$ cat config.mk
export PLATFORM = sky130hd
export DESIGN_NAME = alu_seq
export DESIGN_NICKNAME = d
export VERILOG_FILES = /design/src/rtl/alu_seq.sv
export SDC_FILE = /design/constraint.sdc
export NUM_CORES = 1
export LEC_CHECK = 0
export BUFFER_PORTS_ARGS = -buffer_cell sky130_fd_sc_hd__clkbuf_2
export CORE_UTILIZATION = 58
export CTS_CLUSTER_SIZE = 20
export DETAILED_ROUTE_END_ITERATION = 7
export PLACE_DENSITY_LB_ADDON = 0.15
export SKIP_LAST_GASP = 1
export SYNTH_ARGS = -nofsm -noshare
export SYNTH_HDL_FRONTEND = slang
export SYNTH_SLANG_ARGS = --single-unit
$ cat constraint.sdc
create_clock -name clk -period 2.2 [get_ports clk]
set_input_delay 0 -clock clk [delete_from_list [all_inputs] [get_ports clk]]
set_output_delay 0 -clock clk [all_outputs]
set_load 0.02 [all_outputs]
$ cat src/rtl/alu_seq.sv
// rtl/alu_seq.sv - handshaked sequential ALU with iterative shifts and optional multiply
//
// Optional feature macro: ALU_MUL_EN (op 1000 = iterative unsigned multiply;
// when undefined op 1000 decodes as illegal and no multiplier is built).
//
// Ports:
//   clk, rst          clock (rising edge), asynchronous active-high reset
//   in_valid/in_ready request handshake; op, a, b captured on accept
//   op[3:0]           operation select
//   a, b [WIDTH-1:0]  operands (b[SHW-1:0] is the shift amount)
//   out_valid/out_ready result handshake; outputs held while out_valid=1
//   result            registered result
//   carry             carry / borrow / last bit shifted out / mul high part nonzero
//   zero, neg         derived from the final result
//   ovf               signed overflow (ADD/SUB)
//   err               illegal op code
module alu_seq #(
  parameter int WIDTH = 8,
  parameter int SHW   = $clog2(WIDTH)
) (
  input  logic             clk,
  input  logic             rst,
  input  logic             in_valid,
  output logic             in_ready,
  input  logic [3:0]       op,
  input  logic [WIDTH-1:0] a,
  input  logic [WIDTH-1:0] b,
  output logic             out_valid,
  input  logic             out_ready,
  output logic [WIDTH-1:0] result,
  output logic             carry,
  output logic             zero,
  output logic             neg,
  output logic             ovf,
  output logic             err
);

  localparam logic [1:0] S_IDLE = 2'd0;
  localparam logic [1:0] S_EXEC = 2'd1;
  localparam logic [1:0] S_DONE = 2'd2;

  localparam logic [3:0] OP_ADD = 4'b0000;
  localparam logic [3:0] OP_SUB = 4'b0001;
  localparam logic [3:0] OP_AND = 4'b0010;
  localparam logic [3:0] OP_OR  = 4'b0011;
  localparam logic [3:0] OP_XOR = 4'b0100;
  localparam logic [3:0] OP_NOT = 4'b0101;
  localparam logic [3:0] OP_SHL = 4'b0110;
  localparam logic [3:0] OP_SHR = 4'b0111;
`ifdef ALU_MUL_EN
  localparam logic [3:0] OP_MUL = 4'b1000;
`endif

  // Iteration counter must reach WIDTH for the multiply, hence one extra bit.
  localparam int CW = SHW + 1;

  logic [1:0]       state;
  logic             up_q;     // low during reset and until the first clock after release
  logic [3:0]       op_q;
  logic [WIDTH-1:0] work_q;   // shift operand, or multiplier/low product for MUL
  logic [CW-1:0]    cnt_q;    // remaining iterations
`ifdef ALU_MUL_EN
  logic [WIDTH-1:0] mcand_q;
  logic [WIDTH-1:0] hi_q;     // high half of the running product
`endif

  assign in_ready  = up_q && (state == S_IDLE);
  assign out_valid = (state == S_DONE);

  logic accept;
  assign accept = in_valid && in_ready;

  // Single-cycle decode straight from the input operands.
  logic [WIDTH:0]   sum_w;
  logic [WIDTH:0]   dif_w;
  logic [SHW-1:0]   amt;
  logic [WIDTH-1:0] s_res;
  logic             s_c;
  logic             s_v;
  logic             s_e;
  logic             s_iter;

  always_comb begin
    sum_w  = {1'b0, a} + {1'b0, b};
    dif_w  = {1'b0, a} - {1'b0, b};
    amt    = b[SHW-1:0];
    s_res  = '0;
    s_c    = 1'b0;
    s_v    = 1'b0;
    s_e    = 1'b0;
    s_iter = 1'b0;
    case (op)
      OP_ADD: begin
        s_res = sum_w[WIDTH-1:0];
        s_c   = sum_w[WIDTH];
        s_v   = (a[WIDTH-1] == b[WIDTH-1]) && (sum_w[WIDTH-1] != a[WIDTH-1]);
      end
      OP_SUB: begin
        s_res = dif_w[WIDTH-1:0];
        s_c   = dif_w[WIDTH];   // borrow out of the unsigned subtraction
        s_v   = (a[WIDTH-1] != b[WIDTH-1]) && (dif_w[WIDTH-1] != a[WIDTH-1]);
      end
      OP_AND: s_res = a & b;
      OP_OR:  s_res = a | b;
      OP_XOR: s_res = a ^ b;
      OP_NOT: s_res = ~a;
      OP_SHL, OP_SHR: begin
        // A zero-length shift completes immediately with nothing shifted out.
        if (amt == '0) s_res = a;
        else           s_iter = 1'b1;
      end
`ifdef ALU_MUL_EN
      OP_MUL: s_iter = 1'b1;
`endif
      default: s_e = 1'b1;
    endcase
  end

  // One iteration of the multi-cycle op held in op_q.
  logic [WIDTH-1:0] x_work;
  logic             x_c;
  logic             x_last;
`ifdef ALU_MUL_EN
  logic [WIDTH:0]   x_sum;
  logic [WIDTH-1:0] x_hi;
`endif

  always_comb begin
    x_last = (cnt_q == CW'(1));
    x_c    = work_q[0];
    x_work = {1'b0, work_q[WIDTH-1:1]};
    if (op_q == OP_SHL) begin
      x_c    = work_q[WIDTH-1];
      x_work = {work_q[WIDTH-2:0], 1'b0};
    end
`ifdef ALU_MUL_EN
    // Shift-add step: conditionally add the multiplicand into the high half,
    // then shift the whole {hi, lo} product right by one.
    x_sum = {1'b0, hi_q} + (work_q[0] ? {1'b0, mcand_q} : '0);
    x_hi  = x_sum[WIDTH:1];
    if (op_q == OP_MUL) begin
      x_work = {x_sum[0], work_q[WIDTH-1:1]};
      x_c    = |x_hi;
    end
`endif
  end

  always_ff @(posedge clk or posedge rst) begin
    if (rst) begin
      state   <= S_IDLE;
      up_q    <= 1'b0;
      op_q    <= '0;
      work_q  <= '0;
      cnt_q   <= '0;
      result  <= '0;
      carry   <= 1'b0;
      zero    <= 1'b0;
      neg     <= 1'b0;
      ovf     <= 1'b0;
      err     <= 1'b0;
`ifdef ALU_MUL_EN
      mcand_q <= '0;
      hi_q    <= '0;
`endif
    end else begin
      up_q <= 1'b1;
      case (state)
        S_IDLE: begin
          if (accept) begin
            op_q <= op;
            if (s_iter) begin
              work_q <= a;
              cnt_q  <= {1'b0, amt};
`ifdef ALU_MUL_EN
              if (op == OP_MUL) begin
                work_q <= b;
                cnt_q  <= CW'(WIDTH);
              end
              mcand_q <= a;
              hi_q    <= '0;
`endif
              state <= S_EXEC;
            end else begin
              result <= s_res;
              carry  <= s_c;
              ovf    <= s_v;
              err    <= s_e;
              zero   <= (s_res == '0);
              neg    <= s_res[WIDTH-1];
              state  <= S_DONE;
            end
          end
        end
        S_EXEC: begin
          work_q <= x_work;
          cnt_q  <= cnt_q - CW'(1);
`ifdef ALU_MUL_EN
          hi_q   <= x_hi;
`endif
          if (x_last) begin
            result <= x_work;
            carry  <= x_c;
            ovf    <= 1'b0;
            err    <= 1'b0;
            zero   <= (x_work == '0);
            neg    <= x_work[WIDTH-1];
            state  <= S_DONE;
          end
        end
        S_DONE: begin
          if (out_ready) state <= S_IDLE;
        end
        default: state <= S_IDLE;
      endcase
    end
  end

endmodule

==> flow_metrics.py <==
metrics = {
    "status": {
        "outcome": "finished clean",
    },
    "cts": {
        "clk_path_buf_depth": 2,
        "numCtsBuffers": 5,
        "cts.sinks": 31,
        "cts_setup_buffers": 0,
        "cts_root_buf": "clkbuf_8",
        "clk_latency_ns": 0.29,
        "cts_resized": 0,
        "cts_tree": "built",
        "hold_buffers": 2,
        "htree_levels": 2,
        "cts.clk_slew.worst_paths_ns": 0.07,
    },
    "min_path": {
        "hold_depth": 3,
        "min_path_type": "primary input to flip-flop",
        "holdPathEnd": "work_q[7]",
        "hp-start": "a[7]",
    },
    "placement": {
        "place_hpwl_um": 6110,
        "gp_congestion": 0.982,
        "placed_cells": 476,
        "portBuffers": 38,
    },
    "route": {
        "post_drt_via_cell_ratio": 6.08,
        "drt_iter0_markers": 260,
        "dr.pass1.iters": 5,
        "drc": 0,
        "num_vias": 2953,
        "wl_per_cell_um": 16.2,
        "ant_nets": 0,
        "wl_um": 7860,
    },
    "die": {
        "die-area_um2": 5320,
        "core-area_um2": 4790,
        "ios": 39,
        "start_util_pct": 60.9,
        "die_h_um": 72.9,
        "die_x_um": 72.9,
        "rows": 25,
    },
    "synthesis": {
        "synth-edff-count": 0,
        "ys_types": 67,
        "ys_seq_area_share_pct": 26.6,
        "syn-cell-area_um2": 2920,
        "synth_xor_area_share_pct": 1.50,
        "yosys.area_share.adder_pct": 12.5,
        "synth_top_family_by_area": "compound AO/OA/AOI/OAI gates",
        "async_reset_ff_share_pct": 100,
        "synth-compound-area-share_pct": 26.7,
        "synthCells": 358,
        "ys_warn_count": 0,
        "synth_mux_area_share_pct": 3.69,
        "ys_ff_latch": 31,
        "yosys.area_share.simple_pct": 21.0,
        "synthFlopType": "dfrtp_1",
        "syn-mean-instance-area_um2": 8.15,
        "syn_nets": 410,
    },
    "sta": {
        "fin_crit_ns": 1.92,
        "clock_skew_ns": 0.00310,
        "rsz0062_at_grt": "false",
        "setup_viol": 0,
        "fin_tns_setup_ns": 0,
        "hold_violations": 0,
        "timing.fmax_mhz": 521,
        "report.final.slew_viol_count": 0,
        "post-route-period-util_pct": 87.3,
    },
    "critical_path": {
        "crit_arrival_ns": 2.11,
        "r2r-start": "state[1]",
        "cp-start-kind": "flip-flop",
        "path_max_fanout": 5,
        "worstSetupEndpointType": "flip-flop",
        "critical_path_class": "flip-flop to flip-flop",
        "worstReg2RegEnd": "cnt_q[1]",
        "reg2reg_depth": 8,
        "critPathRequiredTime_ns": 2.39,
        "ff2ff_setup_slack_ns": 0.28,
    },
    "grt": {
        "antenna_found_initial": 0,
        "grt_pass1_vias": 2674,
        "gr-usage-all-layers_pct": 31.5,
        "grt_max_degree": 32,
        "overflow": 0,
        "grt_first_pass_wirelength_um": 12800,
    },
    "layout": {
        "antenna_cells": 0,
        "layout-drive-gt1-share_pct": 23.4,
        "layoutNonFillerInstCount": 486,
        "nFillCells": 396,
        "area_growth_pct": 19.2,
        "final_common_cell": "clkbuf_2",
        "finalNetCount": 470,
        "layout_common_cells": "clkbuf_2, buf_4, nand2_1",
    },
    "power_and_ir_drop": {
        "ir_worst_vdd_v": 0.000467,
        "power.internal_uw": 1690,
        "p_leak_uw": 0.00168,
        "pwr-share-seq_pct": 35.3,
        "power_density_nw_per_um2": 819,
        "clkPwrFrac_pct": 20.5,
        "total_power_uw": 2850,
        "switching_share_pct": 40.5,
        "p_sw_uw": 1150,
        "p_comb_share_pct": 44.2,
    },
    "run": {
        "cap_violations": 0,
    },
}
==> power groups by stage <==
stage                     sequential (µW)  clock, µW  combinational (µW)
after floorplan                      1080          0                 739
after global placement                993          0                1210
after detailed placement             1000          0                1240
after CTS                             994        585                1250
after global routing                 1030        616                1390
final                                1000        584                1260
==> synthesized netlist by cell type (7+ instances only) <==
cell type / count / area, µm²
buf_2: 8 / 40.0
clkbuf_1: 9 / 33.8
inv_1: 31 / 116
nor2_1: 29 / 109
a21oi_1: 32 / 160
nand2_1: 33 / 124
o21ai_0: 22 / 110
nor3_1: 8 / 40.0
nand2b_1: 8 / 50.1
ha_1: 26 / 325
dfrtp_1: 31 / 776
o211ai_1: 7 / 52.6
==> worst max-delay path by stage <==
stage | slack, ns | endpoint | startpoint
floorplan | 0.32 | cnt_q[2] | state[1]
global placement | 0.09 | ovf | a[1]
detailed placement | 0.03 | ovf | a[1]
CTS | 0.31 | cnt_q[1] | state[1]
global route | 0.08 | zero | a[1]
finish | 0.28 | cnt_q[1] | state[1]
==> flip-flops by register name, summed over array words and instances (netlist names) <==
name and flops:
cnt_q 4, state 2, up_q 1, op_q 4
ovf 1, err 1, zero 1, work_q 8
carry 1, result 8
==> layout make-up <==
type | instances | area [µm²] | share of cell area [%]
clock buffers | 6 | 82.6 | 2.38
inverters | 32 | 120 | 3.46
clock inverters | 2 | 35.0 | 1.01
flip-flops and latches | 31 | 776 | 22.3
well taps | 67 | 83.8 | 2.41
repair buffers | 74 | 465 | 13.4
multi-input cells | 274 | 1910 | 55.0
==> routing by layer <==
metal,GRT usage [%],vias up,part of all wire (%)
met5,0,-,0
met4,10.7,0,2.2
met3,4.28,15,6.3
met2,52.8,122,48
met1,41.7,1403,44
li1,-,1413,-
==> critical path, stage by stage (launching register included) <==
cell	delay, ns
dfrtp_1	0.44
inv_2	0.08
and4_1	0.25
nor3b_4	0.31
nor2_1	0.07
nor2_1	0.29
buf_4	0.20
o211ai_1	0.10
o21ai_0	0.11
==> cell families (layout without fill, tap and decap cells) <==
family          count (synthesis)  after routing
compound gates                115            115
xor+xnor                        5              5
fa+ha+maj                      28             28
buf+inv                        53            114
flops                          31             31
mux                            10             10
other cells                     1              1
simple gates                  115            115
==> per-stage QoR <==
| step | utilization (%) | setup WS, ns | hold slack, ns | instance area, µm² |
|---|---|---|---|---|
| global route | 72.6 | 0.0802 | 0.0694 | 3480 |
| detailed placement | 69.8 | 0.0349 | 0.0796 | 3340 |
| global placement | 69.8 | 0.0919 | 0.0736 | 3340 |
| finish | 72.6 | 0.279 | 0.0629 | 3480 |
| CTS | 72.6 | 0.306 | 0.0547 | 3480 |
| floorplan | - | 0.318 | 0.0863 | 2920 |
Note: power is estimated with default switching activity, not from simulation.
